File: config.mk
export PLATFORM = sky130hd
export DESIGN_NAME = transpose_buffer_param
export DESIGN_NICKNAME = d
export VERILOG_FILES = /design/src/rtl/transpose_buffer_param_pkg.sv /design/src/rtl/transpose_buffer_param_schedule.sv /design/src/rtl/transpose_buffer_param.sv
export SDC_FILE = /design/constraint.sdc
export NUM_CORES = 1
export LEC_CHECK = 0
export ABC_AREA = 1
export CORE_ASPECT_RATIO = 2
export CORE_UTILIZATION = 58
export DETAILED_ROUTE_END_ITERATION = 12
export PLACE_DENSITY = 0.76
export SYNTH_ARGS = -nofsm -noshare
export SYNTH_HDL_FRONTEND = slang
export SYNTH_SLANG_ARGS = --single-unit
File: constraint.sdc
create_clock -name clk -period 5.7 [get_ports clk]
set_clock_uncertainty 0.05 [all_clocks]
set_input_delay 0.855 -clock clk [delete_from_list [all_inputs] [get_ports clk]]
set_output_delay 0.855 -clock clk [all_outputs]
set_load 0.05 [all_outputs]
File: src/rtl/transpose_buffer_param_pkg.sv
// Shared types for the double-banked transpose buffer: config width helper,
// the runtime loop-configuration record and the read-side state encoding.
package transpose_buffer_pkg;

  localparam int DEF_MAX_RANGE = 8;

  function automatic int calc_cfg_w(input int max_range);
    return $clog2(max_range) + 1;
  endfunction

  localparam int DEF_CFG_W = calc_cfg_w(DEF_MAX_RANGE);

  typedef struct packed {
    logic [DEF_CFG_W-1:0]                        range_inner;
    logic [DEF_CFG_W-1:0]                        range_outer;
    logic [DEF_CFG_W-1:0]                        stride;
    logic [DEF_MAX_RANGE-1:0][DEF_CFG_W-1:0]     indices;
  } tb_cfg_t;

  typedef enum logic {
    IDLE,
    RUN
  } rd_state_e;

endpackage

File: src/rtl/transpose_buffer_param_schedule.sv
// Nested (outer, inner) loop counter producing the column to emit for each
// schedule step; inner runs fastest and both wrap to zero after the final step.
module tb_schedule_counter
  import transpose_buffer_pkg::*;
#(
  parameter int FETCH_W   = 4,
  parameter int MAX_RANGE = 8,
  parameter int CFG_W     = calc_cfg_w(MAX_RANGE)
) (
  input  logic                            clk,
  input  logic                            rst,
  input  logic                            en,
  input  logic [CFG_W-1:0]                range_inner,
  input  logic [CFG_W-1:0]                range_outer,
  input  logic [CFG_W-1:0]                stride,
  input  logic [MAX_RANGE-1:0][CFG_W-1:0] indices,
  output logic [2*CFG_W-1:0]              col,
  output logic                            in_window,
  output logic                            last_step
);

  localparam int IDX_W = (MAX_RANGE > 1) ? $clog2(MAX_RANGE) : 1;
  localparam logic [CFG_W-1:0] MAX_CNT = CFG_W'(MAX_RANGE);

  logic [CFG_W-1:0] inner;
  logic [CFG_W-1:0] outer;
  logic [CFG_W-1:0] eff_inner;
  logic [CFG_W-1:0] eff_outer;
  logic             last_inner;
  logic             last_outer;

  // A zero count still runs one iteration; counts above the table size are clamped.
  function automatic logic [CFG_W-1:0] clamp_range(input logic [CFG_W-1:0] r);
    if (r == '0) return CFG_W'(1);
    if (r > MAX_CNT) return MAX_CNT;
    return r;
  endfunction

  always_comb begin
    eff_inner  = clamp_range(range_inner);
    eff_outer  = clamp_range(range_outer);
    last_inner = (inner == eff_inner - CFG_W'(1));
    last_outer = (outer == eff_outer - CFG_W'(1));
    last_step  = last_inner && last_outer;
    col        = {{CFG_W{1'b0}}, outer} * {{CFG_W{1'b0}}, stride}
               + {{CFG_W{1'b0}}, indices[inner[IDX_W-1:0]]};
    in_window  = (col < (2*CFG_W)'(FETCH_W));
  end

  always_ff @(posedge clk) begin
    if (rst) begin
      inner <= '0;
      outer <= '0;
    end else if (en) begin
      if (last_inner) begin
        inner <= '0;
        outer <= last_outer ? '0 : outer + CFG_W'(1);
      end else begin
        inner <= inner + CFG_W'(1);
      end
    end
  end

endmodule

File: src/rtl/transpose_buffer_param.sv
// Double-banked transpose buffer: rows arrive per bank over valid/ready, columns
// leave over valid/ready in an order set by a runtime nested-loop schedule.
module transpose_buffer_param
  import transpose_buffer_pkg::*;
#(
  parameter int  WORD_W    = 16,
  parameter int  FETCH_W   = 4,
  parameter int  ROWS      = 3,
  parameter int  MAX_RANGE = 8,
  localparam int CFG_W     = calc_cfg_w(MAX_RANGE)
) (
  input  logic                         clk,
  input  logic                         rst,
  input  logic [CFG_W-1:0]             cfg_range_inner,
  input  logic [CFG_W-1:0]             cfg_range_outer,
  input  logic [CFG_W-1:0]             cfg_stride,
  input  logic [MAX_RANGE*CFG_W-1:0]   cfg_indices,
  input  logic                         in_valid,
  output logic                         in_ready,
  input  logic [FETCH_W*WORD_W-1:0]    in_data,
  output logic                         out_valid,
  input  logic                         out_ready,
  output logic [ROWS*WORD_W-1:0]       out_col,
  output logic                         out_last
);

  localparam int ROW_W = (ROWS > 1) ? $clog2(ROWS) : 1;
  localparam int COL_W = 2 * CFG_W;

  logic [1:0][ROWS-1:0][FETCH_W-1:0][WORD_W-1:0] mem;
  logic [1:0]        full;
  logic              wr_bank;
  logic              rd_bank;
  logic [ROW_W-1:0]  wr_row;
  logic              wr_accept;
  logic              wr_done;

  rd_state_e         state_q;
  rd_state_e         state_d;
  logic              start;
  logic              step;
  logic              bank_done;

  logic [CFG_W-1:0]                inner_q;
  logic [CFG_W-1:0]                outer_q;
  logic [CFG_W-1:0]                stride_q;
  logic [MAX_RANGE-1:0][CFG_W-1:0] indices_q;

  logic [COL_W-1:0]                col;
  logic                            in_window;
  logic                            last_step;
  logic [ROWS-1:0][WORD_W-1:0]     column;

  // Only registered flags feed in_ready, so a bank being released can never be rewritten in the same cycle.
  assign in_ready  = ~full[wr_bank];
  assign wr_accept = in_valid & in_ready;
  assign wr_done   = wr_accept && (wr_row == ROW_W'(ROWS - 1));

  always_ff @(posedge clk) begin
    if (wr_accept) mem[wr_bank][wr_row] <= in_data;
  end

  always_ff @(posedge clk) begin
    if (rst) begin
      full    <= '0;
      wr_bank <= 1'b0;
      wr_row  <= '0;
      rd_bank <= 1'b0;
    end else begin
      if (wr_accept) begin
        if (wr_done) begin
          wr_row        <= '0;
          wr_bank       <= ~wr_bank;
          full[wr_bank] <= 1'b1;
        end else begin
          wr_row <= wr_row + ROW_W'(1);
        end
      end
      if (bank_done) begin
        full[rd_bank] <= 1'b0;
        rd_bank       <= ~rd_bank;
      end
    end
  end

  // A step only advances when the output register can take a new column.
  always_comb begin
    state_d   = state_q;
    start     = 1'b0;
    step      = 1'b0;
    bank_done = 1'b0;
    case (state_q)
      IDLE: begin
        if (full[rd_bank]) begin
          state_d = RUN;
          start   = 1'b1;
        end
      end
      RUN: begin
        if (~out_valid | out_ready) begin
          step = 1'b1;
          if (last_step) begin
            bank_done = 1'b1;
            if (full[~rd_bank]) start   = 1'b1;
            else                state_d = IDLE;
          end
        end
      end
      default: state_d = IDLE;
    endcase
  end

  always_ff @(posedge clk) begin
    if (rst) begin
      state_q   <= IDLE;
      inner_q   <= '0;
      outer_q   <= '0;
      stride_q  <= '0;
      indices_q <= '0;
    end else begin
      state_q <= state_d;
      if (start) begin
        inner_q   <= cfg_range_inner;
        outer_q   <= cfg_range_outer;
        stride_q  <= cfg_stride;
        indices_q <= cfg_indices;
      end
    end
  end

  tb_schedule_counter #(
    .FETCH_W   (FETCH_W),
    .MAX_RANGE (MAX_RANGE),
    .CFG_W     (CFG_W)
  ) u_schedule (
    .clk         (clk),
    .rst         (rst),
    .en          (step),
    .range_inner (inner_q),
    .range_outer (outer_q),
    .stride      (stride_q),
    .indices     (indices_q),
    .col         (col),
    .in_window   (in_window),
    .last_step   (last_step)
  );

  always_comb begin
    column = '0;
    for (int r = 0; r < ROWS; r++) begin
      for (int c = 0; c < FETCH_W; c++) begin
        if (col == COL_W'(c)) column[r] = mem[rd_bank][r][c];
      end
    end
  end

  always_ff @(posedge clk) begin
    if (rst) begin
      out_valid <= 1'b0;
      out_last  <= 1'b0;
      out_col   <= '0;
    end else if (step && in_window) begin
      out_valid <= 1'b1;
      out_last  <= last_step;
      out_col   <= column;
    end else if (out_ready) begin
      out_valid <= 1'b0;
      out_last  <= 1'b0;
    end
  end

endmodule

==> flow_summary.json, run 1 <==
{
  "outcome": "complete, no violations",
  "vias": 14000,
  "via_per_inst": 5.74,
  "ys.warnings.count": 0,
  "grt_usage_pct": 26.2,
  "holdCritPathClass": "reg2reg",
  "num_io_pins": 163,
  "fillers": 2546,
  "grt_antenna_before_repair": 2,
  "fp.dieW_um": 136,
  "port_buffers": 162,
  "setup_viol": 0,
  "leakagePower_nw": 8.74,
  "syn_inst": 1852,
  "htreeDepth": 2,
  "rows": 97,
  "hold_ws_ns": 0.438,
  "reg2reg_from": "u_schedule.outer[2]$_SDFFE_PP0P_",
  "die_h_um": 269,
  "avgRoutedWirePerCell_um": 19.3,
  "drc": 0,
  "syn_to_final_growth_pct": 15.6,
  "max_stage_delay_ns": 0.66,
  "ir_drop_v": 0.000289,
  "final_max_slew_viol_count": 0,
  "r2r_cells": 18,
  "drive_gt1_share_pct": 8.63,
  "die_area_mm2": 0.0365,
  "grt-ovfl-total": 0,
  "cp_max_fo": 55,
  "cp_common_cell": "nand2_1",
  "nets": 2100,
  "numCtsBuffers": 41,
  "critPathKind": "reg2reg",
  "grt_max_degree": 168,
  "ys_seq_elements": 493,
  "power-per-cell-area_mw_per_mm2": 344,
  "rsz0062_at_grt": "no",
  "crit_slowest_cell": "nor2_4",
  "rr_endpoint": "out_col[22]$_SDFFE_PP0P_",
  "cp-end-kind": "flip-flop",
  "placed_cell_area_mm2": 0.0226,
  "worst_pin_slew_ns": 1.10,
  "hold_start": "wr_row[0]$_SDFFE_PP0P_",
  "critPathBufInv": 2,
  "clock.fmax_ghz": 0.216,
  "final.setup.tns_ns": 0,
  "ys_seq_area_share_pct": 66.2,
  "layout_min_cycle_time_ns": 4.63,
  "postCtsSetupBuffers": 0,
  "finalHoldViolCount": 0,
  "required_ns": 6.09,
  "cts_sinks": 493,
  "routabilityCongestion": 0.905,
  "r2r_slack_ns": 1.07,
  "syn-cell-area_mm2": 0.0207,
  "stdcell_count": 2441,
  "synth_edf_count": 384,
  "clock_tree.buffer_depth": 3,
  "layout_setup_ws_ns": 1.07,
  "ys_async_sr_fraction_pct": 0,
  "grt_pass1_wl_um": 73600,
  "fin_crit_sh_pct": 81.2,
  "cap_violations": 0,
  "first_iter_violations": 1071,
  "final_cell_area_mm2": 0.0239,
  "grt_pass1_vias": 14000,
  "cts_hold_buf": 0,
  "placedCellCount": 2363,
  "cts.reportedPaths.clkPinSlew_ns": 0.07,
  "core_area_mm2": 0.0351,
  "cts_root_buffer": "clkbuf_16",
  "dp_hpwl_um": 29300,
  "avgSynthCellArea_um2": 11.2,
  "post-route-util_pct": 68.2,
  "cts_tree": "done",
  "whs_endpoint": "wr_row[0]$_SDFFE_PP0P_",
  "dp_slack_ns": 1.08,
  "ys_types": 40,
  "ant_nets": 0,
  "holdPathStages": 2,
  "start_util_pct": 59.1,
  "worstSetupStartpointType": "flip-flop",
  "cp_data_arrival_time_ns": 5.02,
  "cts_resized": 0,
  "ys.flop_type": "edfxtp_1",
  "path_cells": "nand2_1 > fa_1 > fa_1 > fa_1 > inv_1 > ha_1 > nand2_1 > nand2_1 > nand3_1 > nand2_4 > nand2_1 > nor2_2 > nand3_2 > nor2_4 > buf_12 > o21ai_0 > nor2_1 > nor2_1",
  "clk_latency_ns": 0.55,
  "total_power_mw": 8.23,
  "synth_fp_nets": 1991,
  "wirelength_um": 47000,
  "max-slew-margin-rel_pct": 26.8,
  "crit_family": "adder cells",
  "firstDrtPassIters": 6
}
[layout make-up]
| class | instances | area [um2] | share of cell area, % |
|---|---|---|---|
| timing repair buffer | 180 | 1780 | 7.44 |
| sequential | 493 | 13700 | 57.3 |
| clock inverter | 19 | 163 | 0.679 |
| tap | 445 | 557 | 2.33 |
| multi-input combinational | 1143 | 6160 | 25.7 |
| inverter | 102 | 385 | 1.61 |
| clock buffer | 57 | 1170 | 4.88 |
| antenna | 2 | 5.00 | 0.0209 |
[flip-flops by register name, indices dropped and copies added, names as in the netlist]
signal and flops:
stride_q 4, indices_q 32, u_schedule.outer 4, state_q 1, out_valid 1, rd_bank 1
out_last 1, inner_q 4, full 2, outer_q 4, wr_bank 1, wr_row 2
u_schedule.inner 4, out_col 48, mem 384
[cells in the mapped netlist (40+ instances only)]
master	count	area, um2
a21oi_1	98	490
a32o_1	44	440
clkbuf_1	64	240
dfxtp_1	109	2180
edfxtp_1	384	11500
inv_1	98	368
mux2i_1	48	480
nand2_1	423	1590
nand3_1	104	521
nor2_1	165	619
o21ai_0	94	470
o21ai_2	40	350
[layer usage]
layer | routed length (um) | GRT usage (%) | share of wire (%) | up-vias
met5 | 15 | 0 | 0.032 | -
met4 | 1790 | 12.1 | 3.8 | 2
met3 | 3030 | 3.29 | 6.4 | 118
met2 | 24200 | 45.0 | 51 | 552
met1 | 18000 | 32.5 | 38 | 6675
li1 | - | - | - | 6669
[tightest hold or removal path: cells and delay by family, from the launching register on]
| kind | cells | cell delay (ns) |
|---|---|---|
| flip-flops | 1 | 0.32 |
| AND/OR/NAND/NOR | 1 | 0.06 |
| AO/OA/AOI/OAI | 1 | 0.05 |
[worst max path at each step]
stage / start / to / slack [ns] / cells after the start
final: u_schedule.outer[2]$_SDFFE_PP0P_ / out_col[22]$_SDFFE_PP0P_ / 1.07 / 18
after global routing: u_schedule.outer[2]$_SDFFE_PP0P_ / out_col[9]$_SDFFE_PP0P_ / 0.79 / 18
after CTS: u_schedule.outer[2]$_SDFFE_PP0P_ / out_col[22]$_SDFFE_PP0P_ / 1.09 / 18
after detailed placement: u_schedule.outer[2]$_SDFFE_PP0P_ / out_col[4]$_SDFFE_PP0P_ / 1.08 / 18
after global placement: u_schedule.outer[2]$_SDFFE_PP0P_ / out_col[1]$_SDFFE_PP0P_ / 1.19 / 18
after floorplan: wr_bank$_SDFFE_PP0P_ / mem[320]$_DFFE_PP_ / 0.34 / 5
[report_power, final]
group	switching [mW]	leakage (nW)	internal [mW]	total, mW
Clock	1.25	0.644	1.54	2.79
Combinational	0.881	3.71	0.456	1.34
Sequential	0.0756	4.38	4.02	4.10
Total	2.21	8.74	6.02	8.23
[cells in the final DEF (no fill, tap or decap), types with 4 or more instances in the layout]
cell and count:
xor2_1 6, clkdlybuf4s50_1 162, ha_1 19, nand2_1 423
mux2i_1 48, a31oi_1 4, clkinv_2 4, clkbuf_16 43
clkinv_1 8, o21ai_2 40, a32o_1 44, dfxtp_1 108
nand3_1 104, o21ai_1 19, nand4_1 14, nor2_1 159
a21oi_1 98, inv_1 96, o21ai_0 94, clkbuf_8 4
a221oi_1 4, nor2_2 4, nand2_2 5, nor2_4 7
nor3_1 5, clkbuf_1 10, a21oi_2 20, fa_1 7
buf_4 16, edfxtp_1 384
[cells by family (layout without fill, tap and decap cells)]
logic type               Yosys count  count (layout)  synth area share [%]
AO/OA/AOI/OAI                    328             328                  10.2
buffers and inverters            216             358                  4.43
other                              0               2                     0
multiplexers                      48              48                  2.32
XOR/XNOR                           9               9                 0.417
AND/OR/NAND/NOR                  731             731                  14.5
flip-flops                       493             493                  66.2
adder cells (fa/ha/maj)           27              27                  1.88
No activity file was read; power rests on OpenSTA's default activity.
==> inputs of run 2 (changes only) <==
==> constraint.sdc (replaced) <==
create_clock -name clk -period 4.5 [get_ports clk]
set_clock_uncertainty 0.05 [all_clocks]
set_input_delay 0.675 -clock clk [delete_from_list [all_inputs] [get_ports clk]]
set_output_delay 0.675 -clock clk [all_outputs]
set_load 0.05 [all_outputs]
==> run 2 against run 1 <==
First-iteration DRC count grew 6.3%. Maximum frequency grew 8.7%. Sequential share of layout area shrank 0.96 points. Die area is the same. Global-route usage grew 1.1 points. Largest power group unchanged. Highest routed layer is now met4. Clock power grew 36%. Non-clock buffer count grew 19. Cell area grew 1.7%. Sequential power grew 26%. Flip-flop and latch count is the same.
==> flow_summary.json, run 2 (synthesis results as in run 1) <==
{
  "die_h_um": 269,
  "power_switching_mw": 2.82,
  "cts_root_buffer": "clkbuf_16",
  "grt_max_degree": 180,
  "largest_reg_flops": 384,
  "wirelength_um": 49500,
  "syn_to_final_growth_pct": 17.5,
  "nets": 2119,
  "rsz0062_at_grt": "no",
  "cts.reportedPaths.clkPinSlew_ns": 0.07,
  "routabilityCongestion": 0.908,
  "cp-end-kind": "flip-flop",
  "hold_start": "full[1]$_SDFF_PP0_",
  "switching_share_pct": 26.2,
  "rows": 97,
  "cts_resized": 0,
  "max-slew-margin-rel_pct": 28.6,
  "first_iter_violations": 1138,
  "critPathKind": "reg2reg",
  "reg2reg_from": "u_schedule.outer[1]$_SDFFE_PP0P_",
  "start_util_pct": 59.1,
  "layout_setup_ws_ns": 0.241,
  "clock.fmax_ghz": 0.235,
  "post-route-util_pct": 69.4,
  "cts_sinks": 493,
  "required_ns": 4.94,
  "largestRegisters": "mem x384, out_col x48, indices_q x32",
  "comb_power_share_pct": 16.6,
  "worst_pin_slew_ns": 1.07,
  "cp_max_fo": 15,
  "power_frac_clock_pct": 35.2,
  "power-per-cell-area_mw_per_mm2": 442,
  "numCtsBuffers": 41,
  "grt_pass1_vias": 14100,
  "finalHoldViolCount": 0,
  "crit_slowest_cell": "fa_1",
  "postCtsSetupBuffers": 0,
  "grt_usage_pct": 27.3,
  "worstSetupStartpointType": "flip-flop",
  "path_cells": "nand2_1 > fa_1 > fa_1 > fa_1 > inv_1 > ha_1 > inv_1 > nand2_1 > nand3_1 > nand2_1 > nand2_1 > nand2_2 > nor3_4 > nand2_4 > buf_4 > o21ai_2 > nor2_1 > nor2_1",
  "avgRoutedWirePerCell_um": 20.1,
  "placedCellCount": 2382,
  "num_io_pins": 163,
  "die_area_mm2": 0.0365,
  "fillers": 2493,
  "cp_common_cell": "nand2_1",
  "fp.dieW_um": 136,
  "port_buffers": 162,
  "grt-ovfl-total": 0,
  "critPathLaunch": "u_schedule.outer[1]$_SDFFE_PP0P_",
  "dp_slack_ns": 0.341,
  "pwr-share-seq_pct": 48.1,
  "top_register": "mem",
  "layout_min_cycle_time_ns": 4.26,
  "dp_hpwl_um": 30900,
  "stdcell_count": 2462,
  "cts_tree": "done",
  "ant_nets": 0,
  "final_max_slew_viol_count": 0,
  "htreeDepth": 2,
  "max_stage_delay_ns": 0.55,
  "core_area_mm2": 0.0351,
  "holdCritPathClass": "reg2reg",
  "grt_pass1_wl_um": 76100,
  "outcome": "complete, no violations",
  "cp_data_arrival_time_ns": 4.70,
  "firstDrtPassIters": 5,
  "cts_hold_buf": 0,
  "final_cell_mix": "423 x nand2_1, 384 x edfxtp_1, 162 x clkdlybuf4s50_1, 159 x nor2_1, 108 x dfxtp_1",
  "leakagePower_nw": 8.92,
  "via_per_inst": 5.80,
  "clock_tree.buffer_depth": 3,
  "drc": 0,
  "vias": 14300,
  "final.setup.tns_ns": 0,
  "cap_violations": 0,
  "total_power_mw": 10.8,
  "setup_viol": 0,
  "grt_antenna_before_repair": 4,
  "drive_gt1_share_pct": 9.49,
  "clk_latency_ns": 0.55,
  "fin_crit_sh_pct": 94.6,
  "internal_power_mw": 7.94,
  "final_common_cell": "nand2_1",
  "ir_drop_v": 0.000351
}
==> run 2: changes by cell type in the layout (fill, tap and decap cells not counted), sizes merged <==
| cell | change |
|---|---|
| clkbuf | +3 |
| bufinv | +5 |
| diode | +3 |
| clkinv | -8 |
| inv | -1 |
| buf | +19 |
==> run 2: layout make-up <==
type	instances	area (um2)	area share [%]
clock buffers	60	1170	4.80
diodes	5	12.5	0.0514
inverters	102	385	1.58
clock inverters	15	270	1.11
repair buffers	199	2070	8.52
multi-input cells	1143	6160	25.3
flip-flops and latches	493	13700	56.3
well taps	445	557	2.29
==> run 2: power by group through the flow <==
stage	Sequential, mW	Combinational [mW]	Clock [mW]
floorplan	5.38	1.07	0
global placement	5.27	1.73	0
detailed placement	5.28	1.77	0
CTS	5.18	1.79	3.84
global route	5.19	1.94	4.00
finish	5.18	1.79	3.79
==> run 2: path summary, 6_finish.rpt <==
path,endpoint,slack (ns),cells after the start
worst max-delay path,out_col[5]$_SDFFE_PP0P_,0.24,18
worst min-delay path,full[1]$_SDFF_PP0_,0.45,2
worst max register to register,out_col[5]$_SDFFE_PP0P_,0.24,18
worst min register to register,full[1]$_SDFF_PP0_,0.45,2
==> run 2: per-layer routing <==
| layer | GRT usage, % | wire length (um) | vias to the layer above |
|---|---|---|---|
| li1 | - | - | 6701 |
| met1 | 33.4 | 18700 | 6958 |
| met2 | 47.1 | 25800 | 517 |
| met3 | 3.20 | 2680 | 109 |
| met4 | 13.8 | 2240 | 0 |
| met5 | 0 | 0 | - |
==> run 2: metrics by stage <==
step / area, um2 / hold slack [ns]
4_1_cts: 24300 / 0.450
5_1_grt: 24300 / 0.472
2_1_floorplan: 20700 / 0.405
6_report: 24300 / 0.448
3_5_place_dp: 22900 / 0.435
3_3_place_gp: 22900 / 0.417
==> run 2: critical path: cells and delay by family, from the launching register on <==
family          cells  cell delay (ns)
compound gates      1             0.17
fa+ha+maj           4             1.77
buf+inv             3             0.41
flops               1             0.49
simple gates       10             1.28
==> inputs of run 3 (changes only) <==
--- a/config.mk
+++ b/config.mk
@@ -7,9 +7,9 @@
 export LEC_CHECK = 0
 export ABC_AREA = 1
 export CORE_ASPECT_RATIO = 2
-export CORE_UTILIZATION = 58
+export CORE_UTILIZATION = 59
 export DETAILED_ROUTE_END_ITERATION = 12
-export PLACE_DENSITY = 0.76
+export PLACE_DENSITY = 0.78
 export SYNTH_ARGS = -nofsm -noshare
 export SYNTH_HDL_FRONTEND = slang
 export SYNTH_SLANG_ARGS = --single-unit
==> constraint.sdc (replaced) <==
create_clock -name clk -period 5.52 [get_ports clk]
set_clock_uncertainty 0.05 [all_clocks]
set_input_delay 0.828 -clock clk [delete_from_list [all_inputs] [get_ports clk]]
set_output_delay 0.828 -clock clk [all_outputs]
set_load 0.05 [all_outputs]
==> run 3 against run 2 <==
Worst hold slack got worse by 0.010 ns. Total power decreased by 20%. Sequential share of layout area increased by 0.85 points. Maximum frequency is 7.3% lower. Core utilization grew 0.16 points. Via count is 2.4% lower. Sequential power fell by 18%. Routed wire length fell by 4.4%. Clock-buffer cell count fell by 6. Highest routed layer unchanged.
==> flow_summary.json, run 3 (synthesis results as in run 1) <==
{
  "holdCritPathClass": "reg2reg",
  "largest_reg_flops": 384,
  "avgRoutedWirePerCell_um": 19.4,
  "power_frac_clock_pct": 34.5,
  "final.setup.tns_ns": 0,
  "rsz0062_at_grt": "no",
  "grt_usage_pct": 26.8,
  "comb_power_share_pct": 16.0,
  "power_switching_mw": 2.30,
  "ir_drop_v": 0.000342,
  "port_buffers": 162,
  "required_ns": 5.91,
  "first_iter_violations": 979,
  "drive_gt1_share_pct": 9.02,
  "cp-end-kind": "flip-flop",
  "cts_sinks": 493,
  "cts.reportedPaths.clkPinSlew_ns": 0.07,
  "via_per_inst": 5.72,
  "drc": 0,
  "max-slew-margin-rel_pct": 26.9,
  "die_h_um": 267,
  "firstDrtPassIters": 8,
  "numCtsBuffers": 41,
  "wirelength_um": 47300,
  "core_area_mm2": 0.0345,
  "worstSetupStartpointType": "flip-flop",
  "met3_length_um": 2640,
  "final_max_slew_viol_count": 0,
  "switching_share_pct": 26.8,
  "clock_tree.buffer_depth": 3,
  "critPathKind": "reg2reg",
  "num_io_pins": 163,
  "vias": 13900,
  "finalHoldViolCount": 0,
  "final_common_cell": "nand2_1",
  "cts_tree": "done",
  "post-route-util_pct": 69.6,
  "largestRegisters": "mem x384, out_col x48, indices_q x32",
  "leakagePower_nw": 8.78,
  "outcome": "complete, no violations",
  "layout_min_cycle_time_ns": 4.59,
  "nets": 2101,
  "wl_met2_um": 24300,
  "grt_max_degree": 93,
  "clock.fmax_ghz": 0.218,
  "cts_resized": 0,
  "cp_data_arrival_time_ns": 4.99,
  "postCtsSetupBuffers": 0,
  "top_register": "mem",
  "wl_met1_um": 18000,
  "die_area_mm2": 0.0359,
  "setup_viol": 0,
  "routabilityCongestion": 0.898,
  "start_util_pct": 60.1,
  "power-per-cell-area_mw_per_mm2": 357,
  "internal_power_mw": 6.28,
  "fin_crit_sh_pct": 83.2,
  "grt_antenna_before_repair": 1,
  "syn_to_final_growth_pct": 15.8,
  "grt-ovfl-total": 0,
  "grt_pass1_wl_um": 73700,
  "cp_max_fo": 65,
  "cts_root_buffer": "clkbuf_16",
  "pwr-share-seq_pct": 49.5,
  "final_cell_mix": "423 x nand2_1, 384 x edfxtp_1, 162 x clkdlybuf4s50_1, 159 x nor2_1, 108 x dfxtp_1",
  "cap_violations": 0,
  "top_layer": "met4",
  "htreeDepth": 2,
  "rows": 96,
  "grt_pass1_vias": 14000,
  "fp.dieW_um": 134,
  "worst_pin_slew_ns": 1.10,
  "cts_hold_buf": 0,
  "dp_hpwl_um": 29500,
  "ant_nets": 0,
  "clk_latency_ns": 0.57
}
-- run 3: cell types whose count changed in the layout (fill, tap and decap cells not counted), sizes merged --
cell / change
buf: -18
bufinv: -4
clkbuf: -6
clkinv: +11
clkinvlp: -1
diode: -4
inv: +1
-- run 3: routing by layer --
metal / track usage, % / vias to the layer above
li1: - / 6665
met2: 47.4 / 497
met3: 3.29 / 127
met5: 0 / -
met4: 13.9 / 0
met1: 31.9 / 6653
-- run 3: power by group through the flow --
stage | logic (mW) | clock network (mW) | registers (mW)
floorplan | 0.871 | 0 | 4.39
global route | 1.50 | 3.12 | 4.25
finish | 1.37 | 2.96 | 4.24
global placement | 1.34 | 0 | 4.32
detailed placement | 1.37 | 0 | 4.32
CTS | 1.38 | 2.99 | 4.24
-- run 3: final cells by class --
| class | count | area, um2 |
|---|---|---|
| tap | 441 | 552 |
| clock inverter | 22 | 221 |
| inverter | 102 | 385 |
| multi-input combinational | 1143 | 6160 |
| timing repair buffer | 181 | 1780 |
| fill | 2418 | 10500 |
| clock buffer | 54 | 1170 |
| sequential | 493 | 13700 |
| antenna | 1 | 2.50 |
-- run 3: worst max-delay path, cell delays in order (launching register included) --
cell and delay (ns):
dfxtp_1 0.53, nand2_1 0.16, fa_1 0.57, fa_1 0.44, fa_1 0.50, inv_1 0.04
ha_1 0.28, nand2_1 0.07, nand2_1 0.13, nand3_1 0.14, nand2_4 0.11, nand2_1 0.06
nor2_2 0.09, nand3_2 0.10, nor2_4 0.49, buf_12 0.31, o21ai_0 0.20, nor2_1 0.15
nor2_1 0.05
-- run 3: worst paths after layout --
| path | endpoint | depth (start not counted) | from | slack [ns] |
|---|---|---|---|---|
| worst max-delay path | out_col[23]$_SDFFE_PP0P_ | 18 | u_schedule.outer[2]$_SDFFE_PP0P_ | 0.93 |
| worst min-delay path | full[1]$_SDFF_PP0_ | 2 | full[1]$_SDFF_PP0_ | 0.44 |
| worst max register to register | out_col[23]$_SDFFE_PP0P_ | 18 | u_schedule.outer[2]$_SDFFE_PP0P_ | 0.93 |
| worst min register to register | full[1]$_SDFF_PP0_ | 2 | full[1]$_SDFF_PP0_ | 0.44 |
-- run 3: metrics by stage --
step | total power, mW | std cells | setup WS (ns) | hold slack (ns) | cell area, um2
final | 8.57 | 2437 | 0.925 | 0.438 | 24000
after global routing | 8.87 | 2436 | 0.641 | 0.466 | 24000
after CTS | 8.61 | 2436 | 0.962 | 0.442 | 24000
after detailed placement | 5.69 | 2360 | 1.02 | 0.428 | 22600
after global placement | 5.66 | 2360 | 1.15 | 0.415 | 22600
after floorplan | 5.26 | 1852 | 0.164 | 0.405 | 20700
